File: src/rtl/multiplier_pkg.sv
// multiplier_pkg: shared widths, iteration count and FSM encoding for the multiplier.
// Contents: MUL_WIDTH (operand width), MUL_ITERS (shift-add iterations per product),
//           CNT_W (iteration counter width), state_t (IDLE/BUSY/DONE).
package multiplier_pkg;
   localparam int MUL_WIDTH = 32;
   localparam int MUL_ITERS = 32;
   localparam int CNT_W     = 6;
   typedef enum logic [1:0] {IDLE, BUSY, DONE} state_t;
endpackage

File: src/rtl/multiplier.sv
// multiplier: iterative radix-2 shift-add multiplier, signed or unsigned, one bit per cycle.
// Ports: clk       - rising-edge clock
//        rst_n     - synchronous active-low reset
//        sign      - 1 = two's-complement operands, 0 = unsigned
//        enable    - high runs/holds an operation, low aborts and idles
//        multi_1   - multiplicand
//        multi_2   - multiplier
//        product   - registered 2*WIDTH-bit result, holds last completed value
//        multready - registered, high while product is valid for the current operation
module multiplier
   import multiplier_pkg::*;
#(
   parameter int WIDTH = MUL_WIDTH
) (
   input  logic                 clk,
   input  logic                 rst_n,
   input  logic                 sign,
   input  logic                 enable,
   input  logic [WIDTH-1:0]     multi_1,
   input  logic [WIDTH-1:0]     multi_2,
   output logic [2*WIDTH-1:0]   product,
   output logic                 multready
);
   state_t             r_state, w_state_nxt;
   logic [CNT_W-1:0]   r_cnt;
   logic [2*WIDTH-1:0] r_acc, r_a, w_sum, w_a_ext;
   logic [WIDTH-1:0]   r_b, w_a_mag, w_b_mag;
   logic               r_neg, w_last, w_start;

   // Signed operands are reduced to magnitudes; the most negative value negates to
   // itself, which read unsigned is exactly 2^(WIDTH-1).
   always_comb begin
      w_a_mag     = (sign && multi_1[WIDTH-1]) ? -multi_1 : multi_1;
      w_b_mag     = (sign && multi_2[WIDTH-1]) ? -multi_2 : multi_2;
      w_a_ext     = {{WIDTH{1'b0}}, w_a_mag};
      w_sum       = r_acc + (r_b[0] ? r_a : '0);
      w_start     = r_state == IDLE && enable;
      w_last      = r_state == BUSY && r_cnt == CNT_W'(MUL_ITERS - 1);
      w_state_nxt = !enable ? IDLE : w_start ? BUSY : w_last ? DONE : r_state;
   end

   always_ff @(posedge clk) begin
      if (!rst_n) r_state <= IDLE;
      else        r_state <= w_state_nxt;
   end

   // The start edge already consumes multiplier bit 0, so BUSY runs the remaining
   // iterations and the counter reaches MUL_ITERS-1 on the final one.
   always_ff @(posedge clk) begin
      if (!rst_n) begin
         product   <= '0;
         multready <= 1'b0;
         r_acc     <= '0;
         r_a       <= '0;
         r_b       <= '0;
         r_neg     <= 1'b0;
         r_cnt     <= '0;
      end else begin
         multready <= w_state_nxt == DONE;
         if (w_start) begin
            r_acc <= w_b_mag[0] ? w_a_ext : '0;
            r_a   <= w_a_ext << 1;
            r_b   <= w_b_mag >> 1;
            r_neg <= sign & (multi_1[WIDTH-1] ^ multi_2[WIDTH-1]);
            r_cnt <= CNT_W'(1);
         end else if (r_state == BUSY && enable) begin
            r_acc <= w_sum;
            r_a   <= r_a << 1;
            r_b   <= r_b >> 1;
            r_cnt <= r_cnt + CNT_W'(1);
            if (w_last) product <= r_neg ? -w_sum : w_sum;
         end
      end
   end
endmodule

File: config.mk
export PLATFORM = sky130hd
export DESIGN_NAME = multiplier
export DESIGN_NICKNAME = d
export VERILOG_FILES = /design/src/rtl/multiplier_pkg.sv /design/src/rtl/multiplier.sv
export SDC_FILE = /design/constraint.sdc
export NUM_CORES = 1
export LEC_CHECK = 0
export BUFFER_PORTS_ARGS = -buffer_cell sky130_fd_sc_hd__buf_2
export CAP_MARGIN = 20
export CORE_MARGIN = 2
export CORE_UTILIZATION = 60
export DETAILED_ROUTE_END_ITERATION = 10
export MAX_ROUTING_LAYER = met4
export PLACE_DENSITY = 0.8
export SYNTH_ARGS = -nofsm -noshare
export SYNTH_HDL_FRONTEND = slang
export SYNTH_SLANG_ARGS = --single-unit
File: constraint.sdc
create_clock -name clk -period 8.3 [get_ports clk]
set_input_delay 1.245 -clock clk [delete_from_list [all_inputs] [get_ports clk]]
set_output_delay 1.245 -clock clk [all_outputs]
set_load 0.02 [all_outputs]
---- Word level (Yosys, flattened, before mapping) ----
Index checks and enable logic that the tools add are counted.
Widths: inputs -> output; s select.
storage, ports and cells
  register bits ........................... 232
  input port bits ......................... 68
  output and inout bits ................... 65
  logic and storage cells ................. 47
cells by class
  add/subtract/negate cells ............... 5
  equal/unequal tests ..................... 3
  muxes and demuxes ....................... 16
  bitwise gates (word level) .............. 4
  reductions and logical operators ........ 9
operators by type and width
  cell                 count
  $mux 64              4
  $mux 32              3
  $mux 33              2
  $add 64x64->64       1
  $neg 32->32          2
  $neg 64->64          1
  $mux 31              2
  $add 6x1->6 const B  1
  $eq 6x5->1 const B   1
  $mux 2               3
  $logic_and 1x1->1    5
  $reduce_and 3->1     1
  $eq 2x1->1 const B   1
  $eq 2x2->1 const B   1
  $logic_not 2->1      1
  $mux 1               2
  $not 1->1            2
  $reduce_bool 2->1    1
  $reduce_or 2->1      1
  $and 1x1->1          1
  $xor 1x1->1          1

---- Longest topological paths before layout ----
Gate-level depths: netlist (run 1).
  word-level depth ........................ 6
  gate-level depth with buffers ........... 18
  mapped depth without buffers ............ 15

---- Worst setup path after synthesis (run 1) ----
No wires, ideal clock.
  path type ............................... reg2reg
  from .................................... register r_b[0]
  to ...................................... register product[50]
  setup time .............................. 0.086 ns
  arrival ................................. 4.614 ns
  required time ........................... 8.214 ns
  slack ................................... 3.601 ns
  stages on the path, launching flop included .. 18
  path buffers ............................ 3
  clock period less this slack ............ 4.699 ns
  cells stage by stage .................... dfxtp_1 -> clkbuf_1 -> clkbuf_1 -> and2_1 -> ha_1 -> fa_1 -> a211oi_4 -> o211ai_2 -> a21o_1 -> a211oi_2 -> or4b_4 -> or2_4 -> or4_1 -> or4_4 -> buf_6 -> o41ai_2 -> xor2_1 -> a211oi_1
on the way
  word-level cells in the longest chain between the ends .. 4
ends and longest elaborated chain
  what                    RTL line          RTL
  start, declared         multiplier.sv:27  logic [WIDTH-1:0] r_b, w_a_mag, w_b_mag;
  start signal, assigned  multiplier.sv:63  r_b <= w_b_mag >> 1;
  start signal, assigned  multiplier.sv:69  r_b <= r_b >> 1;
  $mux 64 *               multiplier.sv:36  w_sum = r_acc + (r_b[0] ? r_a : '0);
  $add 64x64->64 *        multiplier.sv:36
  $neg 64->64             multiplier.sv:71  if (w_last) product <= r_neg ? -w_sum : w_sum;
  $mux 64 *               multiplier.sv:71
  end signal, assigned    multiplier.sv:71
  end, declared           multiplier.sv:21  output logic [2*WIDTH-1:0] product,
Every way passes the cells marked *; elsewhere a longest branch is shown, timed or not.
A chain may end at the register's enable or synchronous reset.

---- Final worst setup path (run 1) ----
  from .................................... register r_b[0]
  to ...................................... register product[60]
The elaborated chain is that of the path after synthesis.

==> flow_metrics.py, run 1 <==
metrics = {
    "worst_setup_path": {
        "path_max_fanout": 36,
        "cpLargestDelayFamily": "simple AND/OR/NAND/NOR gates",
        "slowest_stage": "a311oi_1",
        "crit_path_start": "r_b[0]",
        "cp-start-kind": "flop",
        "end_kind": "flop",
        "critical_path_buf_inv_count": 1,
        "worstPathRequired_ns": 8.75,
        "cp.arrival_ns": 6.48,
        "worstRegToRegCells": 14,
        "cp.depth": 14,
        "crit_path_max_incr_delay_ns": 0.83,
        "cp_cell_sequence": "buf_4 > and2_1 > ha_1 > nand4_1 > nor3_1 > nand3_1 > a311oi_1 > o21ba_2 > xor2_1 > or4_1 > nor4_1 > nand4_1 > mux2i_1 > o31a_1",
        "path_class": "reg -> reg",
        "cpMostUsedCell": "nand4_1",
        "rr_startpoint": "r_b[0]",
    },
    "power_and_ir_drop": {
        "p_per_area_nw_per_um2": 159,
        "p_leak_uw": 0.00697,
        "irDropWorstVdd_mv": 0.142,
        "p_total_uw": 2840,
    },
    "floorplan": {
        "initial_core_util_pct": 60.7,
        "die_h_um": 169,
        "die-width_um": 169,
        "die_area_sq_um": 28400,
        "rows": 60,
        "pin_count": 133,
        "core-area_sq_um": 26800,
    },
    "synthesis": {
        "synth_edf_count": 0,
        "synth_area_per_cell_sq_um": 7.54,
        "syn_nets": 2294,
        "syn_inst": 2159,
        "synth-seq-area-share_pct": 28.5,
        "netlist_area_sq_um": 16300,
        "yosys_register_bits": 232,
        "synthFlopType": "dfxtp_1",
        "yosysWarnings": 0,
        "ys_types": 88,
        "async_reset_ff_share_pct": 0,
    },
    "sta": {
        "fin_crit_sh_pct": 72.7,
        "clock_skew_ns": 0.0204,
        "setup_tns_ns": 0,
        "slew_violations": 0,
        "setup_violations": 0,
        "fin_hold_ws_ns": 0.463,
        "tightest_slew_ns": 1.14,
        "grt_setup_unrepaired": "no",
        "min_period_ns": 6.04,
        "maxSlewHeadroom_pct": 23.3,
        "timing.fmax_mhz": 166,
        "hold_viol": 0,
    },
    "worst_hold_path": {
        "holdPathStages": 2,
        "hp-class": "reg -> reg",
        "hold_start": "r_b[30]",
    },
    "layout": {
        "nets": 2323,
        "num_antenna_cells": 0,
        "postLayoutCoreUtil_pct": 66.7,
        "final_layout_size_suffix_gt1_share_pct": 11.3,
        "stdcell_count": 2549,
        "syn2layout_area_growth_pct": 9.90,
    },
    "flow_run": {
        "max_cap_viol_count": 0,
    },
    "global_route": {
        "grt-ovfl-total": 0,
        "grt_pass1_wl_mm": 86.0,
        "grt.total_usage_pct": 38.8,
        "grt_antenna_before_repair": 0,
        "grt_start_max_net_pins": 111,
        "grt_pass1_vias": 15584,
    },
    "routing": {
        "via_per_inst": 6.77,
        "totalWireLength_mm": 55.3,
        "drc": 0,
        "dr.first_iter.drc_count": 1855,
        "wl_per_cell_um": 21.7,
        "vias": 17249,
        "ant_nets": 0,
        "drt_first_pass_iters": 7,
    },
    "clock_tree": {
        "cts_root_buf": "clkbuf_16",
        "cts.path.max_buffers": 3,
        "cts_hold_buf": 0,
        "clk_pin_slew_ns": 0.06,
        "htreeDepth": 1,
        "numCtsBuffers": 26,
        "post_cts_buffers": 0,
        "cts_resized": 0,
        "clock_latency_ns": 0.56,
        "clock-sinks": 232,
        "cts_tree": "built",
    },
    "placement": {
        "globalplace.congestion": 1.02,
        "dp_hpwl_mm": 40.3,
        "place_inst": 2499,
        "portBuffers": 132,
    },
    "outcome": {
        "status": "completed",
    },
}
per-layer routing:
layer / vias up / routed length [um] / GRT usage [%]
met4: 0 / 1430 / 10.2
met5: - / 0 / -
met3: 96 / 6990 / 11.5
met2: 928 / 22700 / 53.9
met1: 8193 / 24200 / 54.7
li1: 8032 / - / -
cell usage after synthesis (22+ instances only):
library cell / count / area share [%]
inv_1: 31 / 0.72
a21oi_1: 174 / 5.4
xor2_1: 77 / 4.1
and2_1: 82 / 3.2
o21ai_1: 24 / 0.74
o31ai_1: 26 / 1.2
ha_1: 66 / 5.1
o21ai_0: 85 / 2.6
a222oi_1: 34 / 2.1
dfxtp_1: 232 / 29
a211oi_1: 55 / 2.5
xnor2_1: 71 / 3.8
a21o_1: 22 / 1.0
or3_1: 28 / 1.1
nor3_1: 74 / 2.3
a221oi_1: 51 / 2.7
nand4_1: 37 / 1.4
nand2_1: 200 / 4.6
a22oi_1: 31 / 1.4
nor2_1: 308 / 7.1
nand3_1: 36 / 1.1
clkbuf_1: 132 / 3.0
layout make-up:
cell class,count,area (sq um)
multi-input cells,1746,10900
clock buffers,32,733
fillers,2356,8920
inverters,32,123
flip-flops and latches,232,4650
well taps,341,427
clock inverters,16,190
repair buffers,150,820
cells in the final DEF, fill, tap and decap left out, types with 51 or more instances in the layout:
| cell type | n |
|---|---|
| a21oi_1 | 174 |
| o21ai_0 | 85 |
| nand2_1 | 200 |
| nor3_1 | 74 |
| a211oi_1 | 55 |
| buf_2 | 132 |
| and2_1 | 82 |
| dfxtp_1 | 231 |
| ha_1 | 66 |
| nor2_1 | 307 |
| xnor2_1 | 71 |
| a221oi_1 | 51 |
| xor2_1 | 77 |
sequential cells by signal, indices dropped and copies added, names as in the netlist:
register,cells
r_cnt,6
product,64
r_b,31
r_a,63
r_neg,1
r_state,2
r_acc,64
multready,1
through the flow:
| step | area [sq um] | setup slack [ns] |
|---|---|---|
| 3_3_place_gp | 16900 | 2.65 |
| 6_report | 17900 | 2.26 |
| 5_1_grt | 17900 | 1.99 |
| 2_1_floorplan | 16300 | 3.60 |
| 4_1_cts | 17800 | 2.49 |
| 3_5_place_dp | 16900 | 2.54 |
worst min-delay path: stages (launching register included):
cell	delay, ns
dfxtp_1	0.31
nand2_1	0.05
a21oi_1	0.06
cell families (layout without fill, tap and decap cells):
family          Yosys count  after routing  share of synthesized area, %
compound gates          661            661                          28.1
xor+xnor                148            148                          7.97
fa+ha+maj                67             67                          5.20
buf+inv                 181            230                          4.39
flops                   232            232                          28.5
mux                       8              8                         0.508
simple gates            862            862                          25.3
power by group:
part           switching (uW)  internal (uW)  total, uW  leakage (uW)
clock                     520            725       1250      0.000442
sequential               28.2           1150       1180       0.00189
combinational             276            142        418       0.00464
total                     824           2020       2840       0.00697
worst paths after layout:
check	endpoint	slack [ns]
max	product[60]	2.26
min	r_b[30]	0.46
max reg2reg	product[60]	2.26
min reg2reg	r_b[30]	0.46
Power figures use the tool's default switching activity.
==> run 2: changes to the inputs <==
- CORE_UTILIZATION: 60 -> 56
- PLACE_DENSITY: 0.8 -> 0.78
- clock period: 8.3 -> 5.5 ns (I/O delays scaled with it)
==> flow_metrics.py, run 2 (synthesis gave the netlist of run 1 again) <==
metrics = {
    "worst_setup_path": {
        "crit_path_max_incr_delay_ns": 0.58,
        "slowest_stage": "or4_1",
        "cpMostUsedCell": "xor2_1",
        "worstPathRequired_ns": 5.91,
        "path_class": "reg -> reg",
        "path_max_fanout": 21,
        "rrSetupSlack_ns": 0.12,
        "end_kind": "flop",
        "cp.arrival_ns": 5.78,
        "cp_cell_sequence": "and2_1 > ha_1 > fa_1 > a211oi_4 > o211a_1 > o31ai_1 > xor2_1 > or4b_4 > or2_4 > or4_1 > or4_4 > nor4_4 > a31oi_1 > xor2_1 > a21oi_1",
        "cpLargestDelayFamily": "simple AND/OR/NAND/NOR gates",
        "critical_path_buf_inv_count": 0,
        "cp-start-kind": "flop",
    },
    "placement": {
        "place_area_sq_um": 17300,
        "portBuffers": 132,
        "dp_hpwl_mm": 41.8,
        "globalplace.congestion": 1.02,
    },
    "clock_tree": {
        "clock_latency_ns": 0.56,
        "cts.path.max_buffers": 3,
        "numCtsBuffers": 26,
        "clk_pin_slew_ns": 0.07,
        "cts_root_buf": "clkbuf_16",
        "htreeDepth": 1,
        "cts_hold_buf": 0,
        "cts_tree": "built",
        "clock-sinks": 232,
        "post_cts_buffers": 0,
        "cts_resized": 0,
    },
    "sta": {
        "maxSlewHeadroom_pct": 25.8,
        "hold_viol": 0,
        "fin_crit_sh_pct": 97.8,
        "clock_skew_ns": 0.0314,
        "setup_violations": 0,
        "timing.fmax_mhz": 186,
        "tightest_slew_ns": 1.11,
        "grt_setup_unrepaired": "no",
        "setup_tns_ns": 0,
        "min_period_ns": 5.38,
        "slew_violations": 0,
    },
    "global_route": {
        "grt-ovfl-total": 0,
        "grt_pass1_wl_mm": 87.6,
        "met2_usage_pct": 52.0,
        "use_met1_pct": 55.7,
        "grt_antenna_before_repair": 0,
        "grt.total_usage_pct": 37.0,
        "grt_pass1_vias": 15544,
        "grt_start_max_net_pins": 173,
        "grt-busiest-layer": "met1",
        "gr-usage-met3_pct": 4.48,
    },
    "layout": {
        "syn2layout_area_growth_pct": 12.1,
        "final_layout_size_suffix_gt1_share_pct": 13.1,
        "postLayoutCoreUtil_pct": 63.7,
        "fin_area_sq_um": 18200,
        "reg.largest.list": "product (64), r_acc (64), r_a (63)",
        "num_antenna_cells": 0,
        "nFillCells": 2581,
        "nets": 2366,
        "final_common_cell": "nor2_1",
        "final_cell_mix": "nor2_1 (307), dfxtp_1 (230), nand2_1 (200)",
    },
    "power_and_ir_drop": {
        "power_frac_seq_pct": 42.2,
        "p_per_area_nw_per_um2": 231,
        "p_leak_uw": 0.00716,
        "p_total_uw": 4220,
        "sw_frac_of_total_pct": 28.7,
        "internal-power_uw": 3010,
        "power.net_switching_uw": 1210,
        "p_comb_share_pct": 15.3,
        "irDropWorstVdd_mv": 0.249,
        "p_clk_share_pct": 42.5,
    },
    "routing": {
        "via_per_inst": 6.59,
        "ant_nets": 0,
        "vias": 17370,
        "dr.first_iter.drc_count": 2232,
        "totalWireLength_mm": 56.3,
        "wl_per_cell_um": 21.4,
        "drt_first_pass_iters": 6,
        "drc": 0,
    },
    "floorplan": {
        "initial_core_util_pct": 56.8,
        "rows": 62,
        "die_area_sq_um": 30400,
        "die_h_um": 174,
        "pin_count": 133,
        "die-width_um": 174,
        "core-area_sq_um": 28600,
    },
    "worst_hold_path": {
        "hp-class": "reg -> reg",
    },
    "outcome": {
        "status": "completed",
    },
    "flow_run": {
        "max_cap_viol_count": 0,
    },
}
run 2: metal layers:
layer  vias up  share of wire (%)
li1       8125                  -
met1      8228                 46
met2       925                 41
met3        92                 11
met4         0                2.4
met5         -                  0
run 2: final cells by class:
type,count,area (sq um),share of cell area (%)
repair buffers,193,1130,6.20
inverters,32,123,0.673
clock inverters,15,180,0.988
multi-input cells,1746,11000,60.2
well taps,384,480,2.64
flip-flops and latches,232,4650,25.5
clock buffers,33,697,3.82
run 2: worst reg2reg max path: stages (launching register included):
cell and delay, ns:
dfxtp_2 0.42, and2_1 0.19, ha_1 0.22, fa_1 0.47
a211oi_4 0.37, o211a_1 0.35, o31ai_1 0.15, xor2_1 0.22
or4b_4 0.54, or2_4 0.27, or4_1 0.58, or4_4 0.52
nor4_4 0.36, a31oi_1 0.22, xor2_1 0.24, a21oi_1 0.11
run 2: power by group through the flow:
stage / Combinational, uW / Sequential, uW / Clock [uW]
6_report: 647 / 1780 / 1790
3_3_place_gp: 615 / 1810 / 0
2_1_floorplan: 436 / 1790 / 0
4_1_cts: 629 / 1780 / 1800
3_5_place_dp: 625 / 1810 / 0
5_1_grt: 701 / 1780 / 1870
run 2: final timing paths:
kind | cells past startpoint | to | startpoint
worst max-delay path | 15 | product[62] | r_b[0]
worst min-delay path | 2 | product[25] | product[25]
worst max register to register | 15 | product[62] | r_b[0]
worst min register to register | 2 | product[25] | product[25]
run 2: per-stage QoR:
step                      setup slack, ns  std cells  hold WS [ns]
after global routing             0.000690       2635         0.484
after CTS                          0.0356       2635         0.458
after global placement              0.242       2587         0.441
final                               0.123       2635         0.462
after floorplan                     0.801       2159         0.436
after detailed placement           0.0513       2587         0.450
